$ cat config.mk
export PLATFORM = sky130hd
export DESIGN_NAME = data_memory_arbiter
export DESIGN_NICKNAME = d
export VERILOG_FILES = /design/src/rtl/data_memory_arbiter.sv
export SDC_FILE = /design/constraint.sdc
export NUM_CORES = 1
export LEC_CHECK = 0
export ABC_AREA = 0
export ABC_CLOCK_PERIOD_IN_PS = 1700
export BUFFER_PORTS_ARGS = -buffer_cell sky130_fd_sc_hd__buf_2
export CELL_PAD_IN_SITES_DETAIL_PLACEMENT = 1
export CELL_PAD_IN_SITES_GLOBAL_PLACEMENT = 1
export CORE_UTILIZATION = 31
export CTS_CLUSTER_DIAMETER = 120
export CTS_CLUSTER_SIZE = 14
export DETAILED_ROUTE_END_ITERATION = 16
export PLACE_DENSITY_LB_ADDON = 0.1
export SLEW_MARGIN = 20
export SYNTH_ARGS = -nofsm -noshare
export SYNTH_HDL_FRONTEND = slang
export SYNTH_SLANG_ARGS = --single-unit
$ cat constraint.sdc
create_clock -name clk -period 1.7 [get_ports clk]
set_input_delay 0.34 -clock clk [delete_from_list [all_inputs] [get_ports clk]]
set_output_delay 0.34 -clock clk [all_outputs]
set_load 0.05 [all_outputs]
$ cat src/rtl/data_memory_arbiter.sv
// Round-robin arbiter sharing one single-port data memory between the load/store
// unit (requester 0) and the loader/DMA path (requester 1).
module data_memory_arbiter #(
    parameter int ADDR_W  = 16,
    parameter int WDATA_W = 16,
    parameter int RDATA_W = 8
) (
    input  logic               clk,
    input  logic               rst,
    input  logic               req0,
    input  logic               req1,
    input  logic               we0,
    input  logic               we1,
    input  logic [ADDR_W-1:0]  addr0,
    input  logic [ADDR_W-1:0]  addr1,
    input  logic [WDATA_W-1:0] wdata0,
    input  logic [WDATA_W-1:0] wdata1,
    output logic               gnt0,
    output logic               gnt1,
    output logic               rvalid0,
    output logic               rvalid1,
    output logic [RDATA_W-1:0] rdata0,
    output logic [RDATA_W-1:0] rdata1,
    output logic               busy,
    output logic               mem_write_en,
    output logic [ADDR_W-1:0]  mem_addr,
    output logic [WDATA_W-1:0] mem_data_in,
    input  logic [RDATA_W-1:0] mem_data_out
);

    typedef enum logic [1:0] {
        IDLE,
        ACCESS,
        RDATA
    } state_e;

    state_e             state_q, state_d;
    logic               prio_q, prio_d;     // requester that wins a tie
    logic               winner_q, winner_d;
    logic               we_q, we_d;
    logic [ADDR_W-1:0]  addr_q, addr_d;
    logic [WDATA_W-1:0] wdata_q, wdata_d;
    logic               rvalid0_q, rvalid0_d;
    logic               rvalid1_q, rvalid1_d;
    logic [RDATA_W-1:0] rdata0_q, rdata0_d;
    logic [RDATA_W-1:0] rdata1_q, rdata1_d;

    logic pick;
    assign pick = req1 && (!req0 || prio_q);

    always_comb begin
        // NOTE: every signal gets its hold value first so no path leaves one unassigned (no latches).
        state_d   = state_q;
        prio_d    = prio_q;
        winner_d  = winner_q;
        we_d      = we_q;
        addr_d    = addr_q;
        wdata_d   = wdata_q;
        rvalid0_d = 1'b0;
        rvalid1_d = 1'b0;
        rdata0_d  = rdata0_q;
        rdata1_d  = rdata1_q;

        unique case (state_q)
            IDLE: begin
                if (req0 || req1) begin
                    winner_d = pick;
                    prio_d   = ~pick;
                    we_d     = pick ? we1 : we0;
                    addr_d   = pick ? addr1 : addr0;
                    wdata_d  = pick ? wdata1 : wdata0;
                    state_d  = ACCESS;
                end
            end
            ACCESS: begin
                state_d = we_q ? IDLE : RDATA;
            end
            RDATA: begin
                if (winner_q) begin
                    rdata1_d  = mem_data_out;
                    rvalid1_d = 1'b1;
                end else begin
                    rdata0_d  = mem_data_out;
                    rvalid0_d = 1'b1;
                end
                state_d = IDLE;
            end
            default: state_d = IDLE;
        endcase
    end

    // NOTE: state is updated with non-blocking assignments so all registers see pre-edge values.
    always_ff @(posedge clk) begin
        if (rst) begin
            state_q   <= IDLE;
            prio_q    <= 1'b0;
            winner_q  <= 1'b0;
            we_q      <= 1'b0;
            addr_q    <= '0;
            wdata_q   <= '0;
            rvalid0_q <= 1'b0;
            rvalid1_q <= 1'b0;
            rdata0_q  <= '0;
            rdata1_q  <= '0;
        end else begin
            state_q   <= state_d;
            prio_q    <= prio_d;
            winner_q  <= winner_d;
            we_q      <= we_d;
            addr_q    <= addr_d;
            wdata_q   <= wdata_d;
            rvalid0_q <= rvalid0_d;
            rvalid1_q <= rvalid1_d;
            rdata0_q  <= rdata0_d;
            rdata1_q  <= rdata1_d;
        end
    end

    // Grants and the write strobe are decoded from registered state only.
    assign gnt0         = (state_q == ACCESS) && !winner_q;
    assign gnt1         = (state_q == ACCESS) &&  winner_q;
    assign mem_write_en = (state_q == ACCESS) &&  we_q;
    assign busy         = (state_q != IDLE);
    assign mem_addr     = addr_q;
    assign mem_data_in  = wdata_q;
    assign rvalid0      = rvalid0_q;
    assign rvalid1      = rvalid1_q;
    assign rdata0       = rdata0_q;
    assign rdata1       = rdata1_q;

endmodule

Word level (Yosys, flattened, before mapping)
Index checks and enable logic that the tools add are counted.
{"block": "classes", "n_eq_ne": 3, "n_mux": 8, "n_bitwise": 3, "n_reduce_logical": 14}
{"op": "two-way mux 16 bit", "count": 2}
{"op": "AND reduction 2 bit", "count": 3}
{"op": "logical AND 1 bit", "count": 4}
{"op": "two-way mux 2 bit", "count": 2}
{"op": "case mux 2 bit (2 select lines)", "count": 1}
{"op": "two-way mux 1 bit", "count": 3}
{"op": "inverter 1 bit", "count": 3}
{"op": "equality test 2 x 1 -> 1 bit (second input constant)", "count": 1}
{"op": "equality test 2 bit (second input constant)", "count": 1}
{"op": "zero test 1 bit", "count": 2}
{"op": "zero test 2 bit", "count": 1}
{"op": "logical OR 1 bit", "count": 2}
{"op": "inequality test 2 bit (second input constant)", "count": 1}
{"op": "nonzero test 2 bit", "count": 1}
{"op": "OR reduction 2 bit", "count": 1}
{"block": "totals", "elab_cells": 38, "register_bits": 55, "inputBits": 78, "out_inout_bits": 54}

Depth between registers and ports, before layout
{"block": "depth", "depth_word": 4, "depth_mapped": 5}

Worst setup path after synthesis
Ideal clock, no wire load.
{"block": "synth_timing", "path_type": "flip-flop to output port", "start": "register state_q[0]", "end": "output gnt0", "stages_incl_launch_ff": 3, "t_arrival_ns": 1.245, "path_slack_ns": 0.115, "path_buffers": 0, "t_required_ns": 1.360, "path_cell_list": "dfxtp_1 nand2b_1 nor2_1"}
{"block": "synth_between", "elab_chain_cells": 2}
{"item": "from (decl)", "line": "37", "source": "state_e state_q, state_d;"}
{"item": "from (signal assigned)", "line": "106", "source": "state_q <= state_d;"}
{"item": "equality test 2 x 1 -> 1 bit", "line": "120", "source": "assign gnt0 = (state_q == ACCESS) && !winner_q;"}
{"item": "logical AND 1 bit", "line": "120"}
{"item": "to (decl)", "line": "18", "source": "output logic gnt0,"}
Every way passes these cells.

Worst setup path after layout
{"block": "layout_timing", "start": "register state_q[0]", "end": "output gnt1"}
{"block": "layout_between", "elab_chain_cells": 2}
{"item": "equality test 2 x 1 -> 1 bit", "line": "121", "source": "assign gnt1 = (state_q == ACCESS) && winner_q;"}
{"item": "logical AND 1 bit", "line": "121"}
{"item": "to (decl)", "line": "19", "source": "output logic gnt1,"}
Every way passes these cells.

==> results_dict.tcl <==
set metrics [dict create \
    ys_async_sr_fraction_pct 0 \
    post_cts_buffers 0 \
    die_x_um 88.99 \
    cts_tree "built" \
    drcViolationCount 0 \
    fmax_ghz 0.6143 \
    place_area_um2 3141 \
    pin_count 132 \
    dp_cells 488 \
    rsz0062_at_grt "yes" \
    crit_type "reg -> out" \
    relSlewSlack_pct 75.16 \
    area_growth_pct 39.41 \
    nets 474 \
    post-dp-hpwl_um 5197 \
    grt_max_degree 36 \
    clockBufferDepth 2 \
    finalCritPeriodShare_pct 95.76 \
    synth_common_cells "nand3_1 (65), dfxtp_1 (55), a31oi_1 (33)" \
    syn-num-nets 348 \
    fp.dieArea_um2 7919 \
    antenna_left 0 \
    final_cell_area_um2 3271 \
    drive_gt1_share_pct 40.30 \
    cts-root-buf "clkbuf_8" \
    synth_top_area_share_pct 46.93 \
    antenna_found_initial 0 \
    grt-ovfl-total 0 \
    io_buffers 131 \
    wirelength_um 7511 \
    syn_area_per_cell_um2 8.689 \
    die_h_um 88.99 \
    cts_resized 0 \
    cp_data_required_time_ns 1.36 \
    critPathMaxFanout 5 \
    final_max_slew_viol_count 0 \
    whs_ns 0.2680 \
    cp-end-kind "output pin" \
    status "finished, final reports clean" \
    avgViaCountPerCell 5.095 \
    netlist_area_um2 2346 \
    grt_first_pass_wirelength_um 11990 \
    p_leak_uw 0.001504 \
    synth_top_cell_by_area "dfxtp_1" \
    diodes 0 \
    place_congestion 0.7170 \
    synth-seq-area-share_pct 46.93 \
    wl_per_cell_um 15.14 \
    period_needed_ns 1.628 \
    yosysMostFrequentCell "nand3_1" \
    layout.cells.non_filler 496 \
    synth_warnings 0 \
    num_vias 2527 \
    critPathLaunchType "flop" \
    finalSetupViolCount 0 \
    cts_hold_buf 0 \
    clock_tree.htree_level_count 2 \
    grt_pass1_vias 2542 \
    hold_path.startpoint "mem_data_out[7]" \
    clkTransAtPathRegs_ns 0.11 \
    reg2reg_depth 5 \
    grt_usage_pct 19.56 \
    synthCells 270 \
    peakVddDrop_uv 415.8 \
    row_count 31 \
    synth_area_leaders "dfxtp_1 (47%), nand3_1 (14%), a31oi_1 (8.8%), mux2i_1 (6.8%), o21ai_0 (6.4%)" \
    cts_made_buffers 5 \
    synth_edf_count 0 \
    worstMarginPinSlew_ns 0.3727 \
    cts_sinks 55 \
    worstHoldPathCells 3 \
    clk_latency_ns 0.31 \
    hold_viol 0 \
    synth_seq_cells 55 \
    rr_startpoint "state_q[1]" \
    core_um2 7292 \
    drt_iter0_drc 63 \
    powerDensity_nw_per_um2 987.2 \
    clock-skew-final_ns 0.01473 \
    dominantRegCellSynth "dfxtp_1" \
    startpoint "state_q[0]" \
    hold_path.class "in -> reg" \
    cp_data_arrival_time_ns 1.29 \
    ys_types 24 \
    firstDrtPassIters 4 \
    initial_core_util_pct 32.17 \
    maxCapViolations 0 \
]
==> final timing paths <==
kind,endpoint,slack (ns)
max,gnt1,0.07
min,rdata1[7],0.27
max reg2reg,mem_addr[1],0.38
min reg2reg,state_q[1],0.49
==> kinds of logic after synthesis <==
logic type      Yosys count  share of synthesized area [%]
mux                      16                          6.827
compound gates           69                          16.59
simple gates            100                          21.87
flops                    55                          46.93
buf+inv                  30                          7.786
==> sequential cells by signal, summed over array words and instances, names as in the netlist <==
register and flops:
mem_addr 16, mem_data_in 16, prio_q 1, rdata0 8, rdata1 8, rvalid0 1, rvalid1 1, state_q 2
we_q 1, winner_q 1
==> report_power, final <==
| part | switching, µW | leakage (µW) | internal, µW |
|---|---|---|---|
| clock network | 458 | 0.0000587 | 447 |
| logic | 616 | 0.000995 | 283 |
| registers | 45.9 | 0.000450 | 1380 |
| total | 1120 | 0.00150 | 2110 |
==> worst max-delay path, cell delays in order (launching register included) <==
cell      delay (ns)
dfxtp_1         0.35
buf_4           0.16
nand2b_1        0.13
nor2_1          0.13
buf_4           0.21
==> per-layer routing <==
metal	vias up	wire, µm	global-route usage [%]
li1	1235	-	-
met1	1205	3466	23.81
met2	83	3598	35.24
met3	4	381	3.970
met4	0	65	5.051
met5	-	0	0
==> stage by stage <==
stage          power, µW  setup WS (ns)  util (%)   TNS [ns]
4_1_cts             3264       0.003059     44.66          0
3_5_place_dp        2355         0.3812     43.07          0
5_1_grt             3382      -0.003570     44.85  -0.009061
2_1_floorplan       2066         0.1145         -          0
6_report            3229        0.07203     44.85          0
3_3_place_gp        2346         0.4074     43.07          0
==> area by class of cell <==
class,instances,area [µm²]
clock buffers,5,68.82
flip-flops and latches,55,1101
fillers,933,4021
clock inverters,3,47.55
multi-input cells,185,1070
inverters,2,7.507
well taps,99,123.9
repair buffers,147,852.1
==> layout by cell type (no fill, tap or decap), drive strengths merged <==
cell type,count
nor2b,1
a211oi,1
a31oi,33
a21oi,1
nand3b,1
bufinv,1
dfxtp,55
mux2i,16
nand2b,2
nor2,22
buf,146
or2,1
clkinv,1
nand3,66
inv,3
nand2,2
nor3b,3
clkbuf,6
nor3,2
o21ai,34
(Power assumes the default switching activity.)
